**config.mk**
```make
export PLATFORM = sky130hd
export DESIGN_NAME = sd_bitstream_modulator
export DESIGN_NICKNAME = d
export VERILOG_FILES = /design/src/rtl/sd_bitstream_modulator.sv
export SDC_FILE = /design/constraint.sdc
export NUM_CORES = 1
export LEC_CHECK = 0
export BUFFER_PORTS_ARGS = -buffer_cell sky130_fd_sc_hd__buf_2
export CAP_MARGIN = 20
export CORE_MARGIN = 5
export CORE_UTILIZATION = 41
export CTS_CLUSTER_DIAMETER = 100
export CTS_CLUSTER_SIZE = 8
export DETAILED_ROUTE_END_ITERATION = 10
export SETUP_SLACK_MARGIN = 0.3
export SYNTH_ARGS = -nofsm -noshare
export SYNTH_HDL_FRONTEND = slang
export SYNTH_SLANG_ARGS = --single-unit
```
**constraint.sdc**
```tcl
create_clock -name clk -period 7.2 [get_ports clk]
set_clock_uncertainty 0.15 [all_clocks]
set_input_delay 0.36 -clock clk [delete_from_list [all_inputs] [get_ports clk]]
set_output_delay 0.36 -clock clk [all_outputs]
set_load 0.01 [all_outputs]
```
**src/rtl/sd_bitstream_modulator.sv**
```systemverilog
// Second-order sigma-delta modulator: holds each accepted sample for OSR clocks and
// noise-shapes it into a 1-bit stream; one modulator update per clock, registered outputs.
module sd_bitstream_modulator #(
  parameter int IN_WIDTH  = 16,
  parameter int OSR       = 64,
  parameter int ACC_WIDTH = IN_WIDTH + 4,
  parameter int CNT_WIDTH = 16
) (
  input  logic                clk,
  input  logic                reset,
  input  logic [IN_WIDTH-1:0] in_data,
  input  logic                in_valid,
  output logic                in_ready,
  output logic                bit_out,
  output logic                bit_valid,
  output logic                underrun
);

  localparam int EW = ACC_WIDTH + 2;
  localparam logic signed [EW-1:0] FS_X =
    {{(EW-IN_WIDTH){1'b0}}, 1'b1, {(IN_WIDTH-1){1'b0}}};
  localparam logic signed [EW-1:0] ACC_MAX_X = {3'b000, {(ACC_WIDTH-1){1'b1}}};
  localparam logic signed [EW-1:0] ACC_MIN_X = {3'b111, {(ACC_WIDTH-1){1'b0}}};
  localparam logic [CNT_WIDTH-1:0] CNT_LAST = CNT_WIDTH'(OSR - 1);

  typedef enum logic {IDLE, RUN} state_t;

  state_t                       state_q, state_d;
  logic signed [IN_WIDTH-1:0]   hold_q, hold_d;
  logic signed [ACC_WIDTH-1:0]  i1_q, i1_d, i2_q, i2_d;
  logic [CNT_WIDTH-1:0]         cnt_q, cnt_d;
  logic                         bit_out_q, bit_out_d;
  logic                         bit_valid_q, bit_valid_d;
  logic                         underrun_q, underrun_d;

  logic                         at_last;
  logic                         accept;
  logic                         dec;
  logic signed [EW-1:0]         hold_x, fb_x, i1_x, i1_n_x, i2_x;
  logic signed [EW-1:0]         i1_sum, i2_sum;
  logic signed [ACC_WIDTH-1:0]  i1_n;

  function automatic logic signed [ACC_WIDTH-1:0] sat(input logic signed [EW-1:0] v);
    if (v > ACC_MAX_X)      sat = ACC_MAX_X[ACC_WIDTH-1:0];
    else if (v < ACC_MIN_X) sat = ACC_MIN_X[ACC_WIDTH-1:0];
    else                    sat = v[ACC_WIDTH-1:0];
  endfunction

  assign at_last = (cnt_q == CNT_LAST);
  assign accept  = in_valid & in_ready;

  // State register
  always_ff @(posedge clk) begin
    if (!reset) state_q <= IDLE;
    else        state_q <= state_d;
  end

  // Next-state logic: RUN is left only through reset
  always_comb begin
    state_d = state_q;
    if (state_q == IDLE && accept) state_d = RUN;
  end

  // Output logic
  always_comb begin
    in_ready = 1'b0;
    if (reset) in_ready = (state_q == IDLE) || at_last;
  end

  // Loop filter: i2 sees the freshly updated i1 (delay-free second stage)
  always_comb begin
    dec    = ~i2_q[ACC_WIDTH-1];
    hold_x = {{(EW-IN_WIDTH){hold_q[IN_WIDTH-1]}}, hold_q};
    fb_x   = dec ? FS_X : -FS_X;
    i1_x   = {{2{i1_q[ACC_WIDTH-1]}}, i1_q};
    i2_x   = {{2{i2_q[ACC_WIDTH-1]}}, i2_q};
    i1_sum = i1_x + hold_x - fb_x;
    i1_n   = sat(i1_sum);
    i1_n_x = {{2{i1_n[ACC_WIDTH-1]}}, i1_n};
    i2_sum = i2_x + i1_n_x - fb_x;
  end

  always_comb begin
    hold_d      = hold_q;
    i1_d        = i1_q;
    i2_d        = i2_q;
    cnt_d       = cnt_q;
    bit_out_d   = bit_out_q;
    bit_valid_d = 1'b0;
    underrun_d  = 1'b0;
    if (state_q == IDLE) begin
      if (accept) begin
        hold_d = in_data;
        cnt_d  = '0;
      end
    end else begin
      bit_out_d   = dec;
      bit_valid_d = 1'b1;
      i1_d        = i1_n;
      i2_d        = sat(i2_sum);
      // The boundary update above still uses the old sample; a new one lands next cycle
      if (at_last) begin
        cnt_d = '0;
        if (accept) hold_d = in_data;
        else        underrun_d = 1'b1;
      end else begin
        cnt_d = cnt_q + 1'b1;
      end
    end
  end

  always_ff @(posedge clk) begin
    if (!reset) begin
      hold_q      <= '0;
      i1_q        <= '0;
      i2_q        <= '0;
      cnt_q       <= '0;
      bit_out_q   <= 1'b0;
      bit_valid_q <= 1'b0;
      underrun_q  <= 1'b0;
    end else begin
      hold_q      <= hold_d;
      i1_q        <= i1_d;
      i2_q        <= i2_d;
      cnt_q       <= cnt_d;
      bit_out_q   <= bit_out_d;
      bit_valid_q <= bit_valid_d;
      underrun_q  <= underrun_d;
    end
  end

  assign bit_out   = bit_out_q;
  assign bit_valid = bit_valid_q;
  assign underrun  = underrun_q;

endmodule

```
# Yosys cells after proc, flatten, opt, wreduce, memory -nomap -nowiden
# Cells that the tools add are included.
# word_totals
ff_bits,76
latch_bits,0
ram_bits,0
romBits,0
in_bits,19
output_inout_bits,4
wordCells,40
memories,0
# op_classes
n_addsub,5
multipliers,0
div_mod_pow,0
order_cmp,4
eq_ne,2
shift,0
n_mux,14
bitwise_logic,3
n_reduce_logical,4
# ops
operator,n
2-to-1 mux 16 bit,6
2-to-1 mux 20 bit,4
"greater-than comparator 22 x 20 -> 1 bit, second input constant",2
"less-than comparator 22 x 20 -> 1 bit, second input constant",2
subtractor 21 x 22 -> 22 bit,2
2-to-1 mux 22 bit,1
adder 20 x 16 -> 21 bit,1
adder 20 x 20 -> 21 bit,1
"adder 16 x 1 -> 16 bit, second input constant",1
"equality test 16 x 6 -> 1 bit, second input constant",1
2-to-1 mux 1 bit,3
AND reduction 3 bit,1
"inequality test 2 x 1 -> 1 bit, second input constant",1
inverter 1 bit,2
nonzero test 2 bit,1
AND 1 bit,1
logical AND 1 bit,1
logical OR 1 bit,1

# Logic depth before layout (Yosys ltp)
# depth
word_depth,10
ltp_mapped,31

# Least setup slack after synthesis
# No wires, ideal clock.
# synth_path
path_type,register to register
startpoint,reg hold_q[15]
endpoint,reg i2_q[10]
setup_time_ns,0.130
arrival_time_ns,6.409
required_ns,6.920
setup_slack_ns,0.511
stages_incl_launch_ff,31
path_buffers,4
cell_sequence,dfxtp_1 inv_1 fa_1 inv_1 ha_1 buf_2 and3_1 nand2_1 nor4_1 a21oi_1 and3b_1 or2_2 a21oi_1 clkbuf_1 a21oi_1 ha_1 inv_1 ha_1 a21o_1 a21o_1 a21oi_1 o21ai_0 or3_1 nor4_1 nor3_2 a221o_2 a41oi_1 a211o_1 buf_6 buf_8 a21oi_4
# synth_via
elab_chain_len,10
word_cells_on_any_way,12
cone_classes,add/sub (4); order compare (4); mux (4)
# synth_rtl
item,line_no,text
"start, declared",29,"logic signed [IN_WIDTH-1:0] hold_q, hold_d;"
"start signal, assigned",122,hold_q <= hold_d;
adder 20 x 16 -> 21 bit *,77,i1_sum = i1_x + hold_x - fb_x;
subtractor 21 x 22 -> 22 bit *,77,
less-than comparator 22 x 20 -> 1 bit,45,else if (v < ACC_MIN_X) sat = ACC_MIN_X[ACC_WIDTH-1:0];
2-to-1 mux 20 bit,45,
2-to-1 mux 20 bit *,44,if (v > ACC_MAX_X) sat = ACC_MAX_X[ACC_WIDTH-1:0];
adder 20 x 20 -> 21 bit *,80,i2_sum = i2_x + i1_n_x - fb_x;
subtractor 21 x 22 -> 22 bit *,80,
less-than comparator 22 x 20 -> 1 bit,45,
2-to-1 mux 20 bit,45,
2-to-1 mux 20 bit *,44,
"end signal, assigned",124,i2_q <= i2_d;
"end, declared",30,"logic signed [ACC_WIDTH-1:0] i1_q, i1_d, i2_q, i2_d;"
# Every way passes the cells marked *; elsewhere a longest branch is shown, timed or not.
# A chain may end at the register's enable or synchronous reset.

# Worst setup path in the final report
# Ends and elaborated chain as after synthesis.

==> impl_metrics.ini <==
[logic_synthesis]
synth.yosys.seq_area_share_pct = 24.12
synth_fp_nets = 918
netlist_area_mm2 = 0.006309
ys_async_sr_fraction_pct = 0
synth_cell_type_count = 67
yosys_warnings = 0
synthTopCellsByArea = dfxtp_1 24%, ha_1 14%, inv_1 7.7%
synth_most_common_cell = inv_1
synth_largest_area_cell = dfxtp_1
syn-instance-count = 821
ys_seq_elements = 76
synth_edf_count = 0
yosys.area.top_type_share_pct = 24.12
synth_common_cells = 129 x inv_1, 89 x a21oi_1, 78 x nand2_1
avgSynthCellArea_um2 = 7.684
synth-main-ff-cell = dfxtp_1

[timing]
layout_min_cycle_time_ns = 6.578
final_hold_viol_count = 0
slew_viol_final = 0
tightestPinTransition_ns = 0.7060
fin_ws_ns = 0.6219
max_freq_ghz = 0.1520
min_period_over_period_pct = 91.36
relSlewSlack_pct = 52.94
rsz0062_at_grt = no
fin_tns_setup_ns = 0
setup_viol = 0
finalHoldWorstSlack_ns = 0.05611

[detailed_routing]
ant_nets = 0
via_per_inst = 5.245
wl_met3_um = 606
met1_length_um = 7036
dr_wl_met2_um = 6487
highest_layer = met4
drc = 0
wl_per_cell_um = 14.13
drt_pre_antenna_iters = 5
routed_wl_um = 14440
vias = 5360
drt_iter0_drc = 384

[place]
place_congestion = 0.8795
io_buffer_count = 22
hpwl_um = 10470
place_ws_ns = 0.3457

[critical_path]
cp.required_ns = 7.28
path_class = flop to flop
crit_slowest_cell = fa_1
cp_data_arrival_time_ns = 6.65
cp-start-kind = flop
cp_max_fo = 18
crit_path_end_kind = flop
cpPeakStageDelay_ns = 0.54

[status]
outcome = finished, final reports clean

[layout]
areaGrowthSynthToFinish_pct = 10.69
diodes = 0
nets = 926
final_layout_size_suffix_gt1_share_pct = 11.03

[grt]
grt_pass1_vias = 5011
gr-usage-all-layers_pct = 16.36
antenna_found_initial = 0
grt_pass1_wl_um = 23980
grt_max_degree = 79
grt_overflow = 0

[min_path]
hold_path.class = input pin to flop

[clock_tree]
numCtsBuffers = 9
cts_buffer_depth = 2
cts_sinks = 76
htreeDepth = 3
root_buffer = clkbuf_16
worstSkewPairLatency_ns = 0.35
cts_tree = built
path_clk_slew_ns = 0.06

[floorplanning]
fp.dieW_um = 134.0
die-area_mm2 = 0.01797
start_util_pct = 41.65
core_mm2 = 0.01515
io_pins = 23
rows = 45
die_h_um = 134.0

[flow_run]
maxCapViolations = 0
## worst max-delay path: cells and delay by family (launching register included)
family | cells | cell delay, ns
fa+ha+maj | 4 | 1.56
flops | 1 | 0.38
simple gates | 7 | 1.41
compound gates | 12 | 2.12
mux | 1 | 0.19
buf+inv | 5 | 0.63
## state kept, by name, summed over array words and instances (netlist names)
signal,cells
i1_q,20
i2_q,20
cnt_q,16
hold_q,16
bit_out,1
bit_valid,1
state_q,1
underrun,1
## layout by cell type (no fill, tap or decap), drive strengths merged, types with 2 or more instances in the layout
cell type | netlist | routed
inv | 129 | 130
nor3 | 9 | 9
nand3 | 16 | 16
mux2i | 3 | 3
a211o | 2 | 2
xnor2 | 20 | 20
o211ai | 7 | 7
or3 | 4 | 4
a22oi | 2 | 2
nand4 | 4 | 4
and3 | 14 | 14
nor2b | 17 | 17
nand2b | 9 | 9
o21ai | 82 | 82
a31oi | 9 | 9
nor3b | 14 | 14
a21oi | 104 | 104
or2 | 3 | 3
fa | 7 | 7
a21boi | 5 | 5
and2 | 5 | 5
bufinv | 0 | 2
clkinvlp | 0 | 2
dfxtp | 76 | 76
clkbuf | 27 | 12
xor2 | 14 | 14
a211oi | 3 | 3
o21bai | 2 | 2
o21a | 5 | 5
nand3b | 2 | 2
buf | 9 | 32
nor2 | 22 | 22
nand2 | 78 | 78
a21o | 20 | 20
ha | 71 | 71
nor4 | 5 | 5
## layout make-up
type	count	area [um^2]
Sequential cell	76	1524
Tap cell	188	235.2
Clock inverter	5	83.83
Inverter	129	484.2
Timing Repair Buffer	33	230.2
Clock buffer	11	242.7
Fill cell	1535	8163
Multi-Input combinational cell	580	4183
## per-layer routing
metal  GRT usage, %  vias to the layer above
met2          26.33                       87
met1          21.78                     2442
met5              0                        -
li1               -                     2813
met4          5.769                        0
met3          3.451                       18
## logic make-up (layout without fill, tap and decap cells)
kind of cell,count (synthesis),count (layout),synth area share [%]
AOI/OAI and AO/OA,256,256,26.60
xor gates and xnor gates,34,34,4.720
adders and majority gates,78,78,16.30
buffers and inverters,165,178,10.49
DFF,76,76,24.12
muxes,4,4,0.6545
and+or+nand+nor,208,208,17.12
## repair_timing
| item | 4_1_cts | 5_1_grt |
|---|---|---|
| gates resized for setup | 0 | 17 |
| buffers inserted | 0 | 1 |
| endpoints found under the setup margin | 0 | 19 |
| endpoints found under the hold margin | 0 | 0 |
| hold buffers | 0 | 0 |
## through the flow
step,cells,utilization (%),cell area (um^2)
5_1_grt,1022,46.10,6983
2_1_floorplan,821,-,6309
3_5_place_dp,1004,43.30,6558
4_1_cts,1020,45.45,6884
3_3_place_gp,1004,43.30,6558
6_report,1022,46.10,6983
## worst paths after layout
path,cells past startpoint,slack (ns),end,start
max,29,0.62,i2_q[10],hold_q[15]
min,3,0.06,hold_q[8],in_data[8]
max reg2reg,29,0.62,i2_q[10],hold_q[15]
min reg2reg,2,0.31,hold_q[6],hold_q[6]
Power is left out: the tool's default activity adds up to more than one toggle a clock period on the data nets, which glitch-free logic cannot reach.
